**src/rtl/uart_rx_ctrl.sv**
```systemverilog
// uart_rx_ctrl: polls the UartRX status/data word, pushes each received byte
// into a small FIFO and presents a single CPU-visible status/data register.
`timescale 1ns/1ps
module uart_rx_ctrl #(
  parameter int DEPTH = 4,
  parameter int AW    = 2
) (
  input  logic        clk,
  input  logic        reset,
  input  logic [15:0] rx_out,
  output logic        rx_clear,
  input  logic        sel,
  input  logic        load,
  input  logic [15:0] in,
  output logic [15:0] out
);

  typedef enum logic [1:0] {ST_INIT, ST_WAIT, ST_HOLD} state_t;

  state_t        state, state_nxt;
  logic          push_req;
  logic [7:0]    mem [DEPTH];
  logic [AW-1:0] wp, rp;
  logic [AW:0]   count;
  logic          ovf;

  logic cpu_wr, flush, pop_req, empty, full;
  logic do_pop, do_push, ovf_set;
  logic [2:0] cnt3;
  logic unused_bits;

  assign cpu_wr  = sel & load;
  assign flush   = cpu_wr & in[1];
  assign pop_req = cpu_wr & in[0];
  assign empty   = (count == '0);
  assign full    = (count == (AW+1)'(DEPTH));
  // Flush overrides everything; a pop frees a slot so a push into a full FIFO fits.
  assign do_pop  = pop_req & ~empty & ~flush;
  assign do_push = push_req & ~flush & (~full | do_pop);
  assign ovf_set = push_req & ~flush & full & ~do_pop;

  // Only the valid flag, the byte and the two command bits are meaningful.
  assign unused_bits = ^{in[15:2], rx_out[14:8]};

  // Capture FSM state register; INIT on reset so rx_clear is high through reset.
  always_ff @(posedge clk or posedge reset) begin
    if (reset) state <= ST_INIT;
    else       state <= state_nxt;
  end

  // Next state and outputs: one clear cycle, then one push per valid word.
  always_comb begin
    state_nxt = state;
    rx_clear  = 1'b0;
    push_req  = 1'b0;
    case (state)
      ST_INIT: begin
        rx_clear  = 1'b1;
        state_nxt = ST_WAIT;
      end
      ST_WAIT: begin
        if (!rx_out[15]) begin
          push_req  = 1'b1;
          state_nxt = ST_HOLD;
        end
      end
      ST_HOLD: begin
        if (rx_out[15]) state_nxt = ST_WAIT;
      end
      default: state_nxt = ST_INIT;
    endcase
  end

  // FIFO storage; not reset since empty reads are masked at the output.
  always_ff @(posedge clk) begin
    if (do_push) mem[wp] <= rx_out[7:0];
  end

  // FIFO pointers, occupancy and sticky overflow flag.
  always_ff @(posedge clk or posedge reset) begin
    if (reset) begin
      wp    <= '0;
      rp    <= '0;
      count <= '0;
      ovf   <= 1'b0;
    end else if (flush) begin
      wp    <= '0;
      rp    <= '0;
      count <= '0;
      ovf   <= 1'b0;
    end else begin
      if (do_push) wp <= wp + AW'(1);
      if (do_pop)  rp <= rp + AW'(1);
      case ({do_push, do_pop})
        2'b10:   count <= count + (AW+1)'(1);
        2'b01:   count <= count - (AW+1)'(1);
        default: count <= count;
      endcase
      if (ovf_set) ovf <= 1'b1;
    end
  end

  // Low three count bits only; a full 8-deep FIFO therefore reads count 0.
  assign cnt3 = 3'(count);
  assign out  = {empty, ovf, 3'b000, cnt3, (empty ? 8'h00 : mem[rp])};

endmodule

```
**config.mk**
```make
export PLATFORM = sky130hd
export DESIGN_NAME = uart_rx_ctrl
export DESIGN_NICKNAME = d
export VERILOG_FILES = /design/src/rtl/uart_rx_ctrl.sv
export SDC_FILE = /design/constraint.sdc
export NUM_CORES = 1
export LEC_CHECK = 0
export BUFFER_PORTS_ARGS = -buffer_cell sky130_fd_sc_hd__buf_2
export CELL_PAD_IN_SITES_DETAIL_PLACEMENT = 0
export CELL_PAD_IN_SITES_GLOBAL_PLACEMENT = 1
export CORE_ASPECT_RATIO = 0.8
export CORE_MARGIN = 1.5
export CORE_UTILIZATION = 40
export DETAILED_ROUTE_END_ITERATION = 10
export GPL_TIMING_DRIVEN = 0
export PLACE_DENSITY = 0.73
export SLEW_MARGIN = 20
export SYNTH_ARGS = -nofsm -noshare
export SYNTH_HDL_FRONTEND = slang
export SYNTH_SLANG_ARGS = --single-unit
```
**constraint.sdc**
```tcl
create_clock -name clk -period 2.1 [get_ports clk]
set_input_delay 0.525 -clock clk [delete_from_list [all_inputs] [get_ports clk]]
set_output_delay 0.525 -clock clk [all_outputs]
set_load 0.1 [all_outputs]
```
==> results of run 1 <==
-- worst max-delay path, cell delays in order, from the launching register on --
cell,delay [ns]
dfrtp_1,0.38
buf_12,0.15
mux4_2,0.50
nor2b_4,0.15
buf_12,0.16
-- sequential cells by signal, summed over array words and instances, names as in the netlist --
name   cells
cnt3       3
mem       32
ovf        1
rp         2
state      2
wp         2
-- metal layers --
metal | vias up | routed length [um]
met5 | - | 0
met4 | 0 | 68
met3 | 8 | 159
met2 | 30 | 1710
met1 | 578 | 1640
li1 | 562 | -
-- cells by family (layout without fill, tap and decap cells) --
logic type	after synthesis	in the layout	synth area share, %
other	1	3	0.193
buffers and inverters	14	55	4.18
AND/OR/NAND/NOR	36	36	10.7
multiplexers	8	8	9.25
AO/OA/AOI/OAI	17	17	7.58
adder cells (fa/ha/maj)	5	5	3.60
XOR/XNOR	5	5	2.25
flip-flops	42	42	62.2
-- timing repair --
action                                  in CTS  in global routing
cloned                                       1                  0
setup buffers                                3                  3
gates resized for setup                     43                  6
endpoints found under the setup margin       9                 19
hold buffers                                 0                  0
pin swaps                                    1                  0
-- cell usage after synthesis, drive strengths merged (2+ instances only) --
cell type	count
and3	4
nor3b	2
edfxtp	32
nor2	9
nand3	3
nor3	4
inv	5
nor2b	8
a211oi	3
o31ai	2
mux4	8
nand2	2
xnor2	5
dfrtp	10
a21oi	4
ha	4
buf	8
-- cell type report --
cell class,count,area [um2],share of cell area (%)
sequential,42,1220,47.4
multi-input combinational,74,748,29.0
timing repair buffer,35,335,13.0
clock buffer,7,97.6,3.79
tap,60,75.1,2.91
buffer,7,72.6,2.82
inverter,5,18.8,0.729
clock inverter,1,7.51,0.291
-- worst paths after layout --
| path | slack, ns | from | endpoint |
|---|---|---|---|
| min reg2reg | 0.52 | ovf | ovf |
| max | -0.05 | rp[0] | out[1] |
| min | 0.20 | reset | state[1] |
| max reg2reg | 0.10 | state[1] | mem[0][3] |
| min in group clk | 0.44 | rx_out[4] | mem[3][4] |
| max in group asynchronous | 1.57 | reset | cnt3[2] |
-- metrics by stage --
stage               hold WS (ns)  instance area (um2)
floorplan                  0.365                 2040
global placement           0.500                 2250
detailed placement         0.511                 2250
CTS                        0.221                 2540
global route               0.240                 2580
finish                     0.205                 2580
==> reports/qor.csv, run 1 <==
stage,metric,value,unit
finish,mostFrequentLayoutCell,edfxtp_1,
setup_path,critPathMaxFanout,9,
synth,ys_types,36,
drt,firstDrtPassIters,4,
place,hpwl,2390,um
job,cap_violations,0,
drt,drtIter0Drc,37,
die,start_util,42.1,%
synth,yosys_register_bits,42,
grt,grt_max_degree,14,
die,io_pins,53,
die,die_width,81,um
drt,totalWireLength,3580,um
setup_path,startpoint_type,register,
drt,wl_per_cell,15.5,um
sta,post-route-period-util,102,%
clock_network,numClockSinks,42,
finish,fin_cells,231,
grt,grtUsageMet1,19.8,%
drt,vias,1178,
synth,ys_seq_area_share,62.2,%
clock_network,root_buffer,clkbuf_8,
grt,antenna_found_initial,0,
setup_path,criticalPathCategory,register to output pin,
finish,fillers,395,
place,pre_cts_ws,-0.248,ns
synth,syn_inst,128,
clock_network,clock_latency,0.29,ns
setup_path,worstRegToRegCells,3,
grt,grt-busiest-layer,met2,
clock_network,max-clock-path-buffers,2,
finish,antennaDiodeCount,0,
drt,ant_nets,0,
place,place.gp.congestion,0.796,
drt,drt_drc_violations_left,0,
synth,synth_top_area_share,49.4,%
finish,area_delta_synth_final,32.3,%
place,port_buffers,28,
die,num_rows,22,
synth,avgSynthCellArea,15.2,um2
sta,rsz0062_at_grt,true,
synth,synth_top_cell_by_area,edfxtp_1,
clock_network,h-tree-depth,2,
status,status,"complete, but fails checks",
die,core_area,0.00462,mm2
synth,synthArstFlopShare,23.8,%
finish,post-route-util,55.7,%
synth,syn_area,0.00195,mm2
sta,finalCriticalPeriod,2.15,ns
finish,fin_nets,211,
synth,synth_area_leaders,"edfxtp_1 (49%), dfrtp_1 (13%), mux4_2 (9.3%)",
grt,grt_pass1_wl,5770,um
grt,grt_usage,15.6,%
clock_network,cts-buffers-inserted,5,
sta,setup_viol,8,
place,placed_cells,218,
sta,tns,-0.344,ns
sta,final_max_slew_viol_count,0,
synth,synthFlopType,edfxtp_1,
sta,fmax,465,MHz
setup_path,cp-end-kind,output pin,
synth,ys.warnings.count,0,
finish,final_cell_mix,"edfxtp_1 (32), buf_2 (19), buf_12 (10), buf_4 (10)",
setup_path,critPathArrivalTime,1.62,ns
grt,use_met3,5.28,%
synth,synth-edff-count,32,
grt,overflow,0,
sta,postLayoutSetupSlackWorst,-0.0490,ns
sta,fin_skew,0.00462,ns
die,die_y,65.4,um
clock_network,clkSlewWorstSetupHoldPaths,0.08,ns
die,fp.dieArea,0.00530,mm2
drt,vias_per_cell,5.10,
status,violations,negative setup slack,
setup_path,worstPathRequired,1.57,ns
clock_network,cts_tree,built,
sta,hold_viol,0,
hold_path,hp-class,primary input to asynchronous set/reset pin,
grt,grt_pass1_vias,1151,
grt,gr-usage-met2,24.1,%
finish,drive_gt1_share,46.2,%
Power of run 1 is not shown: default switching activity piles up to over one toggle a cycle in this logic, so the estimate is an artifact.
==> run 2: changes to the inputs <==
--- a/config.mk
+++ b/config.mk
@@ -10,10 +10,10 @@
 export CELL_PAD_IN_SITES_GLOBAL_PLACEMENT = 1
 export CORE_ASPECT_RATIO = 0.8
 export CORE_MARGIN = 1.5
-export CORE_UTILIZATION = 40
+export CORE_UTILIZATION = 38
 export DETAILED_ROUTE_END_ITERATION = 10
 export GPL_TIMING_DRIVEN = 0
-export PLACE_DENSITY = 0.73
+export PLACE_DENSITY = 0.72
 export SLEW_MARGIN = 20
 export SYNTH_ARGS = -nofsm -noshare
 export SYNTH_HDL_FRONTEND = slang
==> constraint.sdc (replaced) <==
create_clock -name clk -period 1.75 [get_ports clk]
set_input_delay 0.4375 -clock clk [delete_from_list [all_inputs] [get_ports clk]]
set_output_delay 0.4375 -clock clk [all_outputs]
set_load 0.1 [all_outputs]
==> reports/qor.csv, run 2 (synthesis results as in run 1) <==
stage,metric,value,unit,change
status,status,"complete, but fails checks",,
drt,totalWireLength,3940,um,+10%
die,io_pins,53,,unchanged
place,place.gp.congestion,0.815,,+2.4%
clock_network,clkSlewWorstSetupHoldPaths,0.08,ns,about the same
setup_path,worstSetupEndpoint,out[2],,
sta,rsz0062_at_grt,true,,
sta,hold_viol,0,,unchanged
clock_network,max-clock-path-buffers,2,,unchanged
setup_path,cpPeakStageDelay,0.50,ns,about the same
finish,mostFrequentLayoutCell,edfxtp_1,,
setup_path,regToRegStartpoint,cnt3[2],,
clock_network,cts_tree,built,,
clock_network,h-tree-depth,2,,unchanged
setup_path,startpoint_type,register,,
die,num_rows,23,,+4.5%
grt,antenna_found_initial,0,,unchanged
finish,antennaDiodeCount,0,,unchanged
clock_network,numClockSinks,42,,unchanged
drt,ant_nets,0,,unchanged
drt,drtIter0Drc,87,,+140%
setup_path,cp_common_cell,buf_12,,
setup_path,path_cells,"buf_12, mux4_2, nor2b_4, buf_12",,
grt,grt_pass1_wl,6220,um,+7.8%
drt,firstDrtPassIters,4,,unchanged
setup_path,cp-end-kind,output pin,,
sta,setup_viol,11,,+3
clock_network,cts-buffers-inserted,5,,unchanged
grt,overflow,0,,unchanged
sta,finalCriticalPeriod,2.10,ns,
grt,grt_usage,15.5,%,-0.11 points
sta,fin_skew,0.0121,ns,+0.00749 ns
grt,grt_pass1_vias,1211,,+5.2%
status,violations,negative setup slack,,
setup_path,critPathArrivalTime,1.67,ns,+0.05 ns
finish,post-route-util,55.2,%,-0.52 points
drt,drt_drc_violations_left,0,,unchanged
die,start_util,39.1,%,-3.0 points
finish,fin_nets,217,,+2.8%
finish,final_cell_mix,"edfxtp_1 (32), buf_4 (15), buf_2 (15), buf_12 (12)",,
drt,wl_per_cell,16.5,um,+6.3%
sta,post-route-period-util,120,%,
setup_path,critPathMaxFanout,5,,-4
hold_path,hp-class,primary input to asynchronous set/reset pin,,
place,hpwl,2520,um,+5.6%
setup_path,crit_cells,4,,unchanged
finish,area_delta_synth_final,41.1,%,
clock_network,clock_latency,0.29,ns,about the same
die,core_area,0.00498,mm2,+7.7%
die,die_y,67.0,um,+2.5%
die,fp.dieArea,0.00556,mm2,+5.0%
sta,fmax,475,MHz,
die,die_width,83.0,um,+2.5%
job,cap_violations,0,,unchanged
sta,final_max_slew_viol_count,0,,unchanged
setup_path,crit_family,multiplexers,,
setup_path,r2r_end,cnt3[1],,
finish,fillers,402,,+1.8%
finish,drive_gt1_share,52.5,%,+6.3 points
grt,grt_max_degree,14,,unchanged
place,port_buffers,28,,unchanged
setup_path,criticalPathCategory,register to output pin,,
setup_path,critPathLaunch,rp[0],,
sta,postLayoutSetupSlackWorst,-0.354,ns,-0.305 ns
finish,seqCellArea,0.00123,mm2,+0.41%
finish,multi_input_area,792,um2,+5.9%
setup_path,r2r_slack,-0.19,ns,-0.29 ns
finish,largest_register_ffs,32,,unchanged
setup_path,worstPathRequired,1.31,ns,-0.26 ns
drt,vias_per_cell,5.14,,+0.76%
clock_network,root_buffer,clkbuf_8,,
setup_path,worstRegToRegCells,6,,+3
setup_path,cp_num_buf_inv,2,,unchanged
finish,regMostFlops,mem,,
setup_path,slowest_stage,mux4_2,,
drt,vias,1228,,+4.2%
## run 2: changes by cell type in the layout (fill, tap and decap cells not counted), sizes merged
cell    before  now
clkbuf       7    9
bufinv       0    1
bufbuf       0    1
buf         42   44
## run 2: cell type report
cell class                 instances  share of cell area, %
multi-input combinational         74                   28.8
clock buffer                       6                   2.64
buffer                             7                   3.28
clock inverter                     2                   1.37
timing repair buffer              41                   15.8
sequential                        42                   44.6
tap                               62                   2.82
inverter                           5                  0.683
## run 2: metal layers
metal  GRT usage (%)  vias to the layer above  part of all wire, %
li1                -                      575                    -
met3            3.35                        5                  3.3
met5               0                        -                    0
met1            19.3                      615                   45
met4            8.13                        0                  1.6
met2            25.7                       33                   50
## run 2: per-stage QoR
stage / worst slack [ns] / TNS, ns / std cells / cell area [um2] / hold WS (ns)
after floorplan: -0.247 / -2.19 / 130 / 2070 / 0.278
after global placement: -0.416 / -13.58 / 220 / 2280 / 0.443
after detailed placement: -0.454 / -14.01 / 220 / 2280 / 0.452
after CTS: -0.359 / -3.23 / 235 / 2690 / 0.127
after global routing: -0.413 / -4.32 / 239 / 2750 / 0.144
final: -0.354 / -3.35 / 239 / 2750 / 0.120
## run 2: repair_timing
action | CTS | global route
gates cloned | 1 | 1
resized for setup | 59 | 5
hold buffers | 0 | 0
pin swaps | 5 | 1
endpoints found under the setup margin | 43 | 41
buffers inserted | 8 | 3
## run 2: worst register-to-register path, stage by stage, from the launching register on
cell and delay (ns):
dfrtp_4 0.50, nor3_4 0.30, buf_6 0.15, nor3_4 0.04, fa_2 0.45, o2111a_1 0.14
a221o_1 0.26
## run 2: how the worst min path moves through the flow
stage	startpoint	end	slack (ns)	cells past startpoint
after floorplan	reset	ovf	0.28	1
after detailed placement	reset	state[1]	0.45	2
after CTS	reset	ovf	0.13	2
final	reset	cnt3[1]	0.12	2
after global routing	reset	cnt3[1]	0.14	2
after global placement	reset	state[1]	0.44	2
Power of run 2 is left out for the same reason.
